`src/rtl/stream_mux.sv`:
```
// Registered N-way stream multiplexer with valid/ready handshakes, explicit-select or round-robin grant.
// Optional packet locking is compiled in with `define MUX_LOCK_EN.
module stream_mux #(
  parameter int BITS  = 64,
  parameter int WORDS = 2,
  parameter int MODE  = 0
) (
  input  logic                     clk,
  input  logic                     reset,
  input  logic [BITS-1:0]          in [0:WORDS-1],
  input  logic [WORDS-1:0]         in_valid,
  output logic [WORDS-1:0]         in_ready,
  input  logic [WORDS-1:0]         in_last,
  input  logic [$clog2(WORDS)-1:0] sel,
  output logic [BITS-1:0]          out,
  output logic                     out_valid,
  input  logic                     out_ready,
  output logic [$clog2(WORDS)-1:0] out_src,
  output logic                     out_last
);

  localparam int SW = $clog2(WORDS);

  logic           load;
  logic           xfer;
  logic [WORDS-1:0] grant;
  logic [SW-1:0]  idx;
  logic [SW-1:0]  rr;
  logic           locked;
  logic [SW-1:0]  lock_ch;
  logic           advance;

  function automatic logic [SW-1:0] next_idx(input logic [SW-1:0] i);
    if (int'(i) == WORDS - 1) return '0;
    else return SW'(i + 1'b1);
  endfunction

  assign load     = !out_valid || out_ready;
  assign xfer     = (|grant) && load;
  assign in_ready = grant & {WORDS{load}};

  // grant selection: lock overrides, otherwise select or rotating priority
  always_comb begin
    int  pos;
    logic found;
    grant = '0;
    pos   = 0;
    found = 1'b0;
    if (locked) begin
      grant[lock_ch] = in_valid[lock_ch];
    end else if (MODE == 0) begin
      if (int'(sel) < WORDS) grant[sel] = in_valid[sel];
      else grant = '0;
    end else begin
      for (int k = 0; k < WORDS; k++) begin
        pos        = (int'(rr) + k) % WORDS;
        grant[pos] = in_valid[pos] && !found;
        found      = found || in_valid[pos];
      end
    end
  end

  // one-hot grant to channel index
  always_comb begin
    idx = '0;
    for (int i = 0; i < WORDS; i++) begin
      idx = idx | (grant[i] ? SW'(i) : '0);
    end
  end

`ifdef MUX_LOCK_EN
  assign advance = in_last[idx];

  // packet lock: held from a non-last beat until the last beat transfers
  always_ff @(posedge clk or posedge reset) begin
    if (reset) begin
      locked  <= 1'b0;
      lock_ch <= '0;
    end else if (xfer) begin
      locked  <= !in_last[idx];
      lock_ch <= idx;
    end
  end
`else
  assign advance = 1'b1;
  assign locked  = 1'b0;
  assign lock_ch = '0;
`endif

  // output register stage and round-robin pointer
  always_ff @(posedge clk or posedge reset) begin
    if (reset) begin
      out       <= '0;
      out_valid <= 1'b0;
      out_src   <= '0;
      out_last  <= 1'b0;
      rr        <= '0;
    end else if (load) begin
      if (xfer) begin
        out       <= in[idx];
        out_src   <= idx;
        out_last  <= in_last[idx];
        out_valid <= 1'b1;
        if (MODE == 1 && advance) rr <= next_idx(idx);
      end else begin
        out_valid <= 1'b0;
      end
    end
  end

endmodule

```
`config.mk`:
```
export PLATFORM = sky130hd
export DESIGN_NAME = stream_mux
export DESIGN_NICKNAME = d
export VERILOG_FILES = /design/src/rtl/stream_mux.sv
export SDC_FILE = /design/constraint.sdc
export NUM_CORES = 1
export LEC_CHECK = 0
export CORE_UTILIZATION = 37
export DETAILED_ROUTE_END_ITERATION = 10
export PLACE_DENSITY = 0.8
export RECOVER_POWER = 100
export SETUP_SLACK_MARGIN = 0.3
export SKIP_CTS_REPAIR_TIMING = 1
export SYNTH_ARGS = -nofsm -noshare
export SYNTH_HDL_FRONTEND = slang
export SYNTH_SLANG_ARGS = --single-unit
```
`constraint.sdc`:
```
create_clock -name clk -period 3 [get_ports clk]
set_input_delay 0.6 -clock clk [delete_from_list [all_inputs] [get_ports clk]]
set_output_delay 0.6 -clock clk [all_outputs]
set_load 0.01 [all_outputs]
```
==> impl_metrics.xml, run 1 <==
<?xml version="1.0" encoding="UTF-8"?>
<metrics>
  <group name="critical_path">
    <metric name="critPathRequiredTime" unit="ns">2.40</metric>
    <metric name="crit_arrival" unit="ns">2.12</metric>
    <metric name="worstPathBufferInverterCount" unit="">2</metric>
    <metric name="criticalPathCategory" unit="">in -&gt; out</metric>
    <metric name="slowest_stage" unit="">dlygate4sd3_1</metric>
    <metric name="cp_top_family" unit="">buffers and inverters</metric>
    <metric name="worstSetupEndpointType" unit="">output port</metric>
    <metric name="startpoint_class_of_the_critical_path" unit="">input port</metric>
    <metric name="critPathMaxFanout" unit="">4</metric>
    <metric name="cell_by_cell_listing_of_the_critical_path" unit="">dlygate4sd3_1 &gt; nand2b_1 &gt; nor2_1 &gt; clkdlybuf4s50_1</metric>
    <metric name="slowest_delay" unit="ns">0.55</metric>
  </group>
  <group name="min_path">
    <metric name="hold_path_class" unit="">reg -&gt; reg</metric>
  </group>
  <group name="synthesis">
    <metric name="syn_area_per_cell" unit="sq um">15.0</metric>
    <metric name="synth-seq-area-share" unit="%">50.6</metric>
    <metric name="number_of_flip_flops_and_latches_in_the_synthesized_netlist" unit="">67</metric>
    <metric name="yosys_warnings" unit="">0</metric>
    <metric name="postSynthCellCount" unit="">221</metric>
    <metric name="synth_area" unit="sq um">3320</metric>
    <metric name="synthDistinctLibCells" unit="">15</metric>
    <metric name="yosysTopAreaCell" unit="">dfrtp_1</metric>
    <metric name="netlist.area_leader.share" unit="%">50.6</metric>
    <metric name="synth_top_cells_by_area" unit="">dfrtp_1 51%, mux2_2 35%, mux2_1 9.5%</metric>
    <metric name="syn_nets" unit="">357</metric>
  </group>
  <group name="placed_design">
    <metric name="gp_congestion" unit="">0.722</metric>
    <metric name="i_o_buffers" unit="">204</metric>
    <metric name="detailed_placement_hpwl" unit="microns">6760</metric>
  </group>
  <group name="global_route">
    <metric name="grt_antenna_before_repair" unit="">0</metric>
    <metric name="grt_util_met2" unit="%">34.1</metric>
    <metric name="total_overflow_reported_by_the_global_router" unit="">0</metric>
    <metric name="maximum_number_of_pins_on_one_net_before_global_route_repair" unit="">37</metric>
    <metric name="grt_util_all_layers" unit="%">19.2</metric>
    <metric name="most_heavily_used_metal_layer_in_global_routing" unit="">met2</metric>
    <metric name="grt_use_met1" unit="%">21.6</metric>
    <metric name="global_route_wire_length_before_repair" unit="microns">14500</metric>
    <metric name="number_of_global_route_vias_before_repair" unit="">2946</metric>
    <metric name="met3_usage" unit="%">6.07</metric>
  </group>
  <group name="power">
    <metric name="p_seq_share" unit="%">38.6</metric>
    <metric name="p_sw" unit="uW">777</metric>
    <metric name="cellLeakagePower" unit="uW">0.00230</metric>
    <metric name="switching_share" unit="%">25.5</metric>
    <metric name="pwr_density_cell" unit="nW/um^2">537</metric>
    <metric name="power.combinational.fraction" unit="%">31.7</metric>
    <metric name="power_frac_clock" unit="%">29.6</metric>
    <metric name="intPower" unit="uW">2270</metric>
    <metric name="peakVddDrop" unit="mV">0.322</metric>
  </group>
  <group name="timing">
    <metric name="finalCritPeriodShare" unit="%">90.6</metric>
    <metric name="hold_ws" unit="ns">0.486</metric>
    <metric name="worst_clock_skew" unit="ns">0.00745</metric>
    <metric name="final-max-slew-violation-count" unit="">0</metric>
    <metric name="slew_at_the_pin_with_the_worst_max_slew_slack" unit="ns">1.08</metric>
    <metric name="max_freq" unit="MHz">368</metric>
    <metric name="setup_viol" unit="">0</metric>
    <metric name="grt_setup_unrepaired" unit="">no</metric>
    <metric name="timing.final.hold_violations" unit="">0</metric>
    <metric name="timing.slew.headroom" unit="%">27.9</metric>
    <metric name="finalSetupTns" unit="ns">0</metric>
    <metric name="period_minus_slack" unit="ns">2.72</metric>
  </group>
  <group name="clock_tree">
    <metric name="cts.reportedPaths.clkPinSlew" unit="ns">0.07</metric>
    <metric name="cts-root-buf" unit="">clkbuf_8</metric>
    <metric name="htreeDepth" unit="">3</metric>
    <metric name="cts_max_path_buffers" unit="">2</metric>
    <metric name="tritoncts" unit="">built</metric>
    <metric name="cts_num_sinks" unit="">67</metric>
    <metric name="cts_inserted_buffers" unit="">9</metric>
    <metric name="clock_latency_on_the_worst_skew_pair" unit="ns">0.32</metric>
  </group>
  <group name="outcome">
    <metric name="run_status" unit="">finished, final reports clean</metric>
  </group>
  <group name="run">
    <metric name="cap_viol_max_count" unit="">0</metric>
  </group>
  <group name="layout">
    <metric name="post_route_cells_drive_above_1_share" unit="%">28.6</metric>
    <metric name="mostFrequentLayoutCell" unit="">clkdlybuf4s50_1</metric>
    <metric name="antenna-diode-count" unit="">0</metric>
    <metric name="highest_count_cells_in_the_layout_ignoring_fill_and_taps" unit="">134 x clkdlybuf4s50_1, 102 x mux2_2, 70 x dlygate4sd3_1</metric>
    <metric name="final_nets" unit="">564</metric>
    <metric name="area_delta_synth_final" unit="%">71.1</metric>
  </group>
  <group name="detailed_routing">
    <metric name="via_per_inst" unit="">4.77</metric>
    <metric name="detail-route-antenna-nets" unit="">0</metric>
    <metric name="wl_per_cell" unit="microns">15.9</metric>
    <metric name="detail_route.drc_violations" unit="">0</metric>
    <metric name="postRouteWirelength" unit="microns">8630</metric>
    <metric name="vias" unit="">2583</metric>
    <metric name="detailedRoute.firstPassIterationCount" unit="">3</metric>
    <metric name="initial_drt_markers" unit="">18</metric>
  </group>
  <group name="floorplanning">
    <metric name="die_area" unit="sq um">9340</metric>
    <metric name="die_height" unit="microns">96.7</metric>
    <metric name="core_area" unit="sq um">8680</metric>
    <metric name="floorplan.initialDensity" unit="%">38.2</metric>
    <metric name="chipWidth" unit="microns">96.7</metric>
    <metric name="placement_rows" unit="">34</metric>
    <metric name="io-pin-count" unit="">205</metric>
  </group>
</metrics>
==> through the flow <==
stage	area, sq um	power, uW	cells	utilization, %	setup slack [ns]
finish	5670	3050	541	65.4	0.283
floorplan	3320	1610	221	-	0.717
global route	5670	3200	541	65.4	0.208
global placement	5440	2230	525	62.7	0.407
CTS	5690	3180	541	65.5	0.394
detailed placement	5440	2260	525	62.7	0.398
==> registers in the layout, indices dropped and copies added, names as in the netlist <==
register and flops:
out 64, out_last 1, out_src 1, out_valid 1
==> power by group through the flow <==
stage	Combinational [uW]	Clock, uW	Sequential (uW)
after floorplan	320	0	1290
after global placement	1040	0	1200
after detailed placement	1050	0	1210
after CTS	1060	926	1190
after global routing	1030	962	1210
final	967	903	1180
==> layout make-up <==
type	instances	area, sq um
clock buffers	13	179
clock inverters	3	67.6
fillers	683	3010
inverters	1	3.75
multi-input cells	139	1520
flip-flops and latches	67	1680
well taps	108	135
repair buffers	210	2090
==> synth_stat cells <==
master	instances
a21oi_1	1
and2b_1	1
buf_1	1
buf_2	4
buf_4	1
buf_6	8
dfrtp_1	67
inv_1	1
mux2_1	28
mux2_2	102
nand2_2	1
nand2b_1	1
nand3b_1	1
nor2_1	2
o21ai_0	2
==> worst paths after layout <==
path / start / to / slack [ns] / depth (start not counted)
worst min-delay path: out[56] / out[56] / 0.49 / 1
worst max register to register: out_valid / out[18] / 1.30 / 4
max in group asynchronous: reset / out[3] / 0.75 / 3
worst min register to register: out[56] / out[56] / 0.49 / 1
worst max-delay path: sel / in_ready[0] / 0.28 / 4
min in group asynchronous: reset / out[34] / 0.82 / 2
==> cell families after synthesis <==
group | share of synthesized area, %
AOI/OAI and AO/OA | 0.453
DFF | 50.6
buffers and inverters | 3.77
muxes | 44.2
and+or+nand+nor | 1.06
==> routing by layer <==
| metal | share of wire [%] | wire [microns] | up-vias |
|---|---|---|---|
| li1 | - | - | 1209 |
| met1 | 38 | 3320 | 1241 |
| met2 | 51 | 4440 | 120 |
| met3 | 8.3 | 715 | 13 |
| met4 | 1.8 | 154 | 0 |
| met5 | 0 | 0 | - |
Note: power is estimated with default switching activity, not from simulation.
==> inputs of run 2 (changes only) <==
--- a/config.mk
+++ b/config.mk
@@ -7,10 +7,11 @@
 export LEC_CHECK = 0
 export CORE_UTILIZATION = 37
 export DETAILED_ROUTE_END_ITERATION = 10
+export GPL_ROUTABILITY_DRIVEN = 0
+export HOLD_SLACK_MARGIN = 0.03
 export PLACE_DENSITY = 0.8
 export RECOVER_POWER = 100
 export SETUP_SLACK_MARGIN = 0.3
-export SKIP_CTS_REPAIR_TIMING = 1
 export SYNTH_ARGS = -nofsm -noshare
 export SYNTH_HDL_FRONTEND = slang
 export SYNTH_SLANG_ARGS = --single-unit
==> results of run 2 <==
The final DEF is identical to that of run 1; final timing and power are the same.
==> inputs of run 3 (changes only) <==
--- a/config.mk
+++ b/config.mk
@@ -5,6 +5,7 @@
 export SDC_FILE = /design/constraint.sdc
 export NUM_CORES = 1
 export LEC_CHECK = 0
+export CAP_MARGIN = 0
 export CORE_UTILIZATION = 37
 export DETAILED_ROUTE_END_ITERATION = 10
 export GPL_ROUTABILITY_DRIVEN = 0
@@ -12,6 +13,7 @@
 export PLACE_DENSITY = 0.8
 export RECOVER_POWER = 100
 export SETUP_SLACK_MARGIN = 0.3
+export SKIP_CTS_REPAIR_TIMING = 1
 export SYNTH_ARGS = -nofsm -noshare
 export SYNTH_HDL_FRONTEND = slang
 export SYNTH_SLANG_ARGS = --single-unit
==> results of run 3 <==
The final DEF is identical to that of run 1; final timing and power are the same.
